===== config.mk =====
export PLATFORM = sky130hd
export DESIGN_NAME = msrv32_dmem_ahb_master_flat
export DESIGN_NICKNAME = d
export VERILOG_FILES = /design/src/rtl/msrv32_ahb_pkg.sv /design/src/rtl/msrv32_dmem_ahb_master_if.sv /design/src/rtl/msrv32_mask_decode.sv /design/src/rtl/msrv32_dmem_ahb_master.sv /design/src/flat_wrapper.sv
export SDC_FILE = /design/constraint.sdc
export NUM_CORES = 1
export LEC_CHECK = 0
export ABC_CLOCK_PERIOD_IN_PS = 1750
export BUFFER_PORTS_ARGS = -buffer_cell sky130_fd_sc_hd__buf_2
export CAP_MARGIN = 20
export CORE_UTILIZATION = 31
export CTS_CLUSTER_SIZE = 14
export DETAILED_ROUTE_END_ITERATION = 12
export MAX_ROUTING_LAYER = met4
export SLEW_MARGIN = 30
export SYNTH_ARGS = -nofsm -noshare
export SYNTH_HDL_FRONTEND = slang
export SYNTH_SLANG_ARGS = --single-unit

===== constraint.sdc =====
create_clock -name ms_riscv32_mp_clk_in -period 1.75 [get_ports ms_riscv32_mp_clk_in]
set_input_delay 0.175 -clock ms_riscv32_mp_clk_in [delete_from_list [all_inputs] [get_ports ms_riscv32_mp_clk_in]]
set_output_delay 0.175 -clock ms_riscv32_mp_clk_in [all_outputs]
set_load 0.005 [all_outputs]

===== src/rtl/msrv32_ahb_pkg.sv =====
// Shared definitions for the data-memory AHB-Lite master: FSM states and
// the HTRANS/HSIZE encodings that the master drives.
package msrv32_ahb_pkg;

    localparam int DATA_W = 32;

    typedef enum logic [1:0] {
        ST_IDLE = 2'b00,
        ST_ADDR = 2'b01,
        ST_DATA = 2'b10
    } dmem_state_e;

    localparam logic [1:0] HTRANS_IDLE   = 2'b00;
    localparam logic [1:0] HTRANS_NONSEQ = 2'b10;

    localparam logic [2:0] HSIZE_BYTE = 3'b000;
    localparam logic [2:0] HSIZE_HALF = 3'b001;
    localparam logic [2:0] HSIZE_WORD = 3'b010;

endpackage


===== src/rtl/msrv32_dmem_ahb_master_if.sv =====
// Core-side request/response and AHB-Lite bus signals of the data-memory master.
interface msrv32_dmem_ahb_master_if;
    import msrv32_ahb_pkg::*;

    logic [DATA_W-1:0] dmaddr_in;
    logic [DATA_W-1:0] dmdata_in;
    logic [3:0]        dmwr_mask_in;
    logic              dmwr_req_in;
    logic              dmrd_req_in;

    logic [DATA_W-1:0] haddr_out;
    logic [1:0]        htrans_out;
    logic              hwrite_out;
    logic [2:0]        hsize_out;
    logic [DATA_W-1:0] hwdata_out;

    logic              hready_in;
    logic              hresp_in;
    logic [DATA_W-1:0] hrdata_in;

    logic              stall_out;
    logic [DATA_W-1:0] rd_data_out;
    logic              rd_valid_out;
    logic              bus_err_out;

    modport master (
        input  dmaddr_in, dmdata_in, dmwr_mask_in, dmwr_req_in, dmrd_req_in,
        input  hready_in, hresp_in, hrdata_in,
        output haddr_out, htrans_out, hwrite_out, hsize_out, hwdata_out,
        output stall_out, rd_data_out, rd_valid_out, bus_err_out
    );

    modport slave (
        output dmaddr_in, dmdata_in, dmwr_mask_in, dmwr_req_in, dmrd_req_in,
        output hready_in, hresp_in, hrdata_in,
        input  haddr_out, htrans_out, hwrite_out, hsize_out, hwdata_out,
        input  stall_out, rd_data_out, rd_valid_out, bus_err_out
    );

endinterface


===== src/rtl/msrv32_mask_decode.sv =====
// Byte-lane mask to AHB transfer size and low address bits; reads and
// irregular masks fall back to a full-word transfer at offset 0.
module msrv32_mask_decode
    import msrv32_ahb_pkg::*;
(
    input  logic [3:0] mask_in,
    input  logic       wr_in,
    output logic [2:0] hsize_out,
    output logic [1:0] addr_lsb_out
);

    always_comb begin
        hsize_out    = HSIZE_WORD;
        addr_lsb_out = 2'b00;
        if (wr_in) begin
            case (mask_in)
                4'b0001: begin hsize_out = HSIZE_BYTE; addr_lsb_out = 2'd0; end
                4'b0010: begin hsize_out = HSIZE_BYTE; addr_lsb_out = 2'd1; end
                4'b0100: begin hsize_out = HSIZE_BYTE; addr_lsb_out = 2'd2; end
                4'b1000: begin hsize_out = HSIZE_BYTE; addr_lsb_out = 2'd3; end
                4'b0011: begin hsize_out = HSIZE_HALF; addr_lsb_out = 2'd0; end
                4'b1100: begin hsize_out = HSIZE_HALF; addr_lsb_out = 2'd2; end
                default: begin hsize_out = HSIZE_WORD; addr_lsb_out = 2'd0; end
            endcase
        end
    end

endmodule


===== src/rtl/msrv32_dmem_ahb_master.sv =====
// Single-outstanding AHB-Lite master for the core's load/store path:
// IDLE accepts a request, ADDR runs the address phase, DATA the data phase.
module msrv32_dmem_ahb_master
    import msrv32_ahb_pkg::*;
(
    input  logic                             ms_riscv32_mp_clk_in,
    input  logic                             ms_riscv32_mp_rst_in,
    msrv32_dmem_ahb_master_if.master         bus
);

    dmem_state_e state, state_nxt;

    logic              req_any;
    logic              accept;
    logic              addr_done;
    logic              data_done;
    logic [2:0]        dec_hsize;
    logic [1:0]        dec_lsb;

    logic [DATA_W-1:0] haddr_p0;
    logic [2:0]        hsize_p0;
    logic              hwrite_p0;
    logic [DATA_W-1:0] wdata_p0;
    logic [DATA_W-1:0] hwdata_p1;
    logic [DATA_W-1:0] rd_data_p2;
    logic              vld_p2;
    logic              err_p2;

    assign req_any = bus.dmwr_req_in | bus.dmrd_req_in;

    // Write wins when both requests are present, so decode against the write line.
    msrv32_mask_decode u_mask_decode (
        .mask_in      (bus.dmwr_mask_in),
        .wr_in        (bus.dmwr_req_in),
        .hsize_out    (dec_hsize),
        .addr_lsb_out (dec_lsb)
    );

    always_ff @(posedge ms_riscv32_mp_clk_in) begin
        if (ms_riscv32_mp_rst_in) begin
            state <= ST_IDLE;
        end else begin
            state <= state_nxt;
        end
    end

    always_comb begin
        state_nxt = state;
        accept    = 1'b0;
        addr_done = 1'b0;
        data_done = 1'b0;
        case (state)
            ST_IDLE: begin
                if (req_any) begin
                    accept    = 1'b1;
                    state_nxt = ST_ADDR;
                end
            end
            ST_ADDR: begin
                if (bus.hready_in) begin
                    addr_done = 1'b1;
                    state_nxt = ST_DATA;
                end
            end
            ST_DATA: begin
                if (bus.hready_in) begin
                    data_done = 1'b1;
                    state_nxt = ST_IDLE;
                end
            end
            default: state_nxt = ST_IDLE;
        endcase
    end

    // Stage p0: request captured on acceptance, drives the address phase.
    always_ff @(posedge ms_riscv32_mp_clk_in) begin
        if (ms_riscv32_mp_rst_in) begin
            haddr_p0  <= '0;
            hsize_p0  <= '0;
            hwrite_p0 <= 1'b0;
            wdata_p0  <= '0;
        end else if (accept) begin
            haddr_p0  <= {bus.dmaddr_in[DATA_W-1:2], dec_lsb};
            hsize_p0  <= dec_hsize;
            hwrite_p0 <= bus.dmwr_req_in;
            wdata_p0  <= bus.dmdata_in;
        end
    end

    // Stage p1: write data launched for the data phase, held until the next write.
    always_ff @(posedge ms_riscv32_mp_clk_in) begin
        if (ms_riscv32_mp_rst_in) begin
            hwdata_p1 <= '0;
        end else if (addr_done && hwrite_p0) begin
            hwdata_p1 <= wdata_p0;
        end
    end

    // Stage p2: data-phase completion; an error response suppresses read valid.
    always_ff @(posedge ms_riscv32_mp_clk_in) begin
        if (ms_riscv32_mp_rst_in) begin
            rd_data_p2 <= '0;
            vld_p2     <= 1'b0;
            err_p2     <= 1'b0;
        end else begin
            vld_p2 <= data_done && !bus.hresp_in && !hwrite_p0;
            err_p2 <= data_done && bus.hresp_in;
            if (data_done && !bus.hresp_in && !hwrite_p0) begin
                rd_data_p2 <= bus.hrdata_in;
            end
        end
    end

    assign bus.htrans_out   = (state == ST_ADDR) ? HTRANS_NONSEQ : HTRANS_IDLE;
    assign bus.haddr_out    = haddr_p0;
    assign bus.hsize_out    = hsize_p0;
    assign bus.hwrite_out   = hwrite_p0;
    assign bus.hwdata_out   = hwdata_p1;
    assign bus.rd_data_out  = rd_data_p2;
    assign bus.rd_valid_out = vld_p2;
    assign bus.bus_err_out  = err_p2;
    assign bus.stall_out    = (state != ST_IDLE) || req_any;

endmodule


===== src/flat_wrapper.sv =====
// flat-port wrapper written by rule: the top's interface ports become plain ports
module msrv32_dmem_ahb_master_flat import msrv32_ahb_pkg::*;
  (ms_riscv32_mp_clk_in, ms_riscv32_mp_rst_in, bus_dmaddr_in, bus_dmdata_in, bus_dmwr_mask_in, bus_dmwr_req_in, bus_dmrd_req_in, bus_hready_in, bus_hresp_in, bus_hrdata_in, bus_haddr_out, bus_htrans_out, bus_hwrite_out, bus_hsize_out, bus_hwdata_out, bus_stall_out, bus_rd_data_out, bus_rd_valid_out, bus_bus_err_out);
  msrv32_dmem_ahb_master_if bus_i ();
  input  logic ms_riscv32_mp_clk_in;
  input  logic ms_riscv32_mp_rst_in;
  input wire logic [$bits(bus_i.dmaddr_in)-1:0] bus_dmaddr_in;
  input wire logic [$bits(bus_i.dmdata_in)-1:0] bus_dmdata_in;
  input wire logic [$bits(bus_i.dmwr_mask_in)-1:0] bus_dmwr_mask_in;
  input wire logic [$bits(bus_i.dmwr_req_in)-1:0] bus_dmwr_req_in;
  input wire logic [$bits(bus_i.dmrd_req_in)-1:0] bus_dmrd_req_in;
  input wire logic [$bits(bus_i.hready_in)-1:0] bus_hready_in;
  input wire logic [$bits(bus_i.hresp_in)-1:0] bus_hresp_in;
  input wire logic [$bits(bus_i.hrdata_in)-1:0] bus_hrdata_in;
  output wire logic [$bits(bus_i.haddr_out)-1:0] bus_haddr_out;
  output wire logic [$bits(bus_i.htrans_out)-1:0] bus_htrans_out;
  output wire logic [$bits(bus_i.hwrite_out)-1:0] bus_hwrite_out;
  output wire logic [$bits(bus_i.hsize_out)-1:0] bus_hsize_out;
  output wire logic [$bits(bus_i.hwdata_out)-1:0] bus_hwdata_out;
  output wire logic [$bits(bus_i.stall_out)-1:0] bus_stall_out;
  output wire logic [$bits(bus_i.rd_data_out)-1:0] bus_rd_data_out;
  output wire logic [$bits(bus_i.rd_valid_out)-1:0] bus_rd_valid_out;
  output wire logic [$bits(bus_i.bus_err_out)-1:0] bus_bus_err_out;
  assign bus_i.dmaddr_in = bus_dmaddr_in;
  assign bus_i.dmdata_in = bus_dmdata_in;
  assign bus_i.dmwr_mask_in = bus_dmwr_mask_in;
  assign bus_i.dmwr_req_in = bus_dmwr_req_in;
  assign bus_i.dmrd_req_in = bus_dmrd_req_in;
  assign bus_i.hready_in = bus_hready_in;
  assign bus_i.hresp_in = bus_hresp_in;
  assign bus_i.hrdata_in = bus_hrdata_in;
  assign bus_haddr_out = bus_i.haddr_out;
  assign bus_htrans_out = bus_i.htrans_out;
  assign bus_hwrite_out = bus_i.hwrite_out;
  assign bus_hsize_out = bus_i.hsize_out;
  assign bus_hwdata_out = bus_i.hwdata_out;
  assign bus_stall_out = bus_i.stall_out;
  assign bus_rd_data_out = bus_i.rd_data_out;
  assign bus_rd_valid_out = bus_i.rd_valid_out;
  assign bus_bus_err_out = bus_i.bus_err_out;
  msrv32_dmem_ahb_master u_core (.ms_riscv32_mp_clk_in(ms_riscv32_mp_clk_in), .ms_riscv32_mp_rst_in(ms_riscv32_mp_rst_in), .bus(bus_i));
endmodule

==> impl_metrics.ini <==
[routing]
vias_per_cell = 4.70
via_count = 4918
wl_per_cell_um = 14.0
wl_um = 14700
firstDrtPassIters = 4
post-route-drc-count = 0
drtAntennaViolNets = 0
drt_iter0_markers = 225

[setup_path]
cp.required_ps = 1570
arrival_ps = 1380
cp_max_fo = 13
cp-end-kind = primary output
worstSetupPathType = register to primary output
worst_setup_path_start_kind = register

[placement]
portBuffers = 206
globalplace.congestion = 0.760
hpwl_um = 9210

[synth]
ys_seq_area_frac = 0.513
ys_types = 28
synth_top_family_by_area = simple AND/OR/NAND/NOR gates
synth_top_area_share = 0.513
netlist_top_cells_count = dfxtp_1, a21oi_1, nand2_1, o21ai_1, nand2b_1
synth_mux_area_frac = 0.0608
synth_area_leaders = dfxtp_1, a21oi_1, nand2b_1
synthAdderAreaFrac = 0
synth_area_leader_cell = dfxtp_1
syn_avg_cell_area_um2 = 8.64
syn_inst = 610
synth_xor_area_frac = 0.00332
async_flop_share = 0
yosysWarnings = 0
synth_most_common_cell = dfxtp_1
synth_edf_count = 0
ys_ff_latch = 135
netlist_area_mm2 = 0.00527
synthSimpleGateAreaFrac = 0.208
synth_ff_type = dfxtp_1
synth-compound-area-share = 0.163

[power]
ir_drop_mv = 0.615
p_per_area_mw_per_mm2 = 1120
p_leak_nw = 3.15
power.total_w = 0.00833

[cts]
cts_resized = 0
clock_tree.buffer_depth = 2
tritoncts = yes
clock-sinks = 135
htree_levels = 4
cts_setup_buffers = 0
cts_made_buffers = 17
path_clk_slew_ps = 60
root_buffer = clkbuf_16
clk_latency_ps = 410

[timing]
skew_ps = 8.33
worst_slew_margin_rel = 0.503
finalCritPeriodShare = 0.890
setup_tns_ps = 0
worst_pin_slew_ps = 746
hold_violations = 0
fmax_mhz = 642
setup_viol = 0
final.min_clock_period_ps = 1560
maxSlewViolCount = 0
rsz0062_at_grt = no

[global_routing]
antenna_found_initial = 1
grtUsageTotal = 0.176
gr-total-overflow = 0
grt_start_max_net_pins = 91
grt_use_met2 = 0.278
grt_pass1_vias = 4733
met1_usage = 0.216
grt_pass1_wl_um = 24200
grt.busiest_layer = met2
grt_use_met3 = 0.0469

[floorplanning]
die-area_mm2 = 0.0175
rows = 47
fp.dieW_um = 132
io_pins = 211
initial_core_util = 0.318
coreArea_mm2 = 0.0166
die_h_um = 132

[final_layout]
area_growth_pct = 40.9
layout.nets = 920
drive_gt1_frac = 0.309

[hold_path]
hold_class = input port to register

[flow_run]
maxCapViolCount = 0

[run_status]
outcome = completed
-- sequential cells by signal, summed over array words and instances (netlist names), 2 cells and up --
register / cells
u_core.bus.rd_data_out: 32
u_core.wdata_p0: 32
u_core.bus.hwdata_out: 32
u_core.state: 2
u_core.bus.haddr_out: 32
u_core.bus.hsize_out: 2
-- per-layer routing --
layer / vias to the layer above / wire length (um)
met4: 0 / 193
met1: 2256 / 6840
met3: 17 / 807
met5: - / 0
li1: 2491 / -
met2: 154 / 6830
-- kinds of logic after synthesis --
| logic type | after synthesis |
|---|---|
| AO/OA/AOI/OAI | 169 |
| multiplexers | 32 |
| AND/OR/NAND/NOR | 213 |
| buffers and inverters | 58 |
| flip-flops | 135 |
| other | 1 |
| XOR/XNOR | 2 |
-- per-stage QoR --
stage / hold WS, ps / worst slack, ps / area [um2] / std cells / util
6_report: 12.7 / 192 / 7430 / 1047 / 0.448
3_3_place_gp: 412 / 326 / 6510 / 993 / 0.393
3_5_place_dp: 412 / 288 / 6510 / 993 / 0.393
2_1_floorplan: 254 / 479 / 5270 / 611 / -
4_1_cts: 0.741 / 150 / 7420 / 1046 / 0.448
5_1_grt: 12.9 / 84.6 / 7430 / 1047 / 0.448
-- power breakdown --
group          internal, W  switching (W)
combinational     0.000383       0.000470
sequential         0.00322      0.0000709
clock              0.00285        0.00134
total              0.00645        0.00188
-- critical path: stages, from the launching register on --
cell and delay [ps]:
dfxtp_1 370, nor2_4 350, nand2_1 100, buf_2 140
-- cells in the final DEF, fill, tap and decap left out, types with 5 or more instances in the layout --
cell / instances
dfxtp_1: 135
nand2_1: 67
mux2i_1: 32
clkbuf_16: 17
bufinv_16: 7
nand3_1: 62
nor2_1: 5
nand2b_1: 65
a21oi_1: 99
buf_12: 7
buf_4: 8
o21ai_1: 66
buf_2: 205
dlygate4sd3_1: 22
-- repair_timing --
action                     CTS  global route
hold endpoints to repair    22             0
setup endpoints to repair    0             0
hold buffers                22             0
-- cell type report --
| class | count | area, um2 |
|---|---|---|
| fill | 1663 | 9160 |
| sequential | 135 | 2700 |
| multi-input combinational | 418 | 2310 |
| timing repair buffer | 242 | 1450 |
| clock buffer | 19 | 443 |
| tap | 220 | 275 |
| clock inverter | 12 | 248 |
| antenna | 1 | 2.50 |
-- worst paths after layout --
check             slack, ps  cells after the start                                endpoint                              from
hold reg to reg         450                      2  u_core.bus.hwdata_out[22]$_SDFFE_PP0P_  u_core.wdata_p0[22]$_SDFFE_PP0P_
setup / recovery        190                      3                           bus_stall_out      u_core.state[1]$_SDFFE_PP0P_
setup reg to reg        290                      4  u_core.bus.rd_data_out[2]$_SDFFE_PP0P_      u_core.state[1]$_SDFFE_PP0P_
hold / removal           10                      3         u_core.wdata_p0[8]$_SDFFE_PP0P_                  bus_dmdata_in[8]
Power figures use the tool's default switching activity.
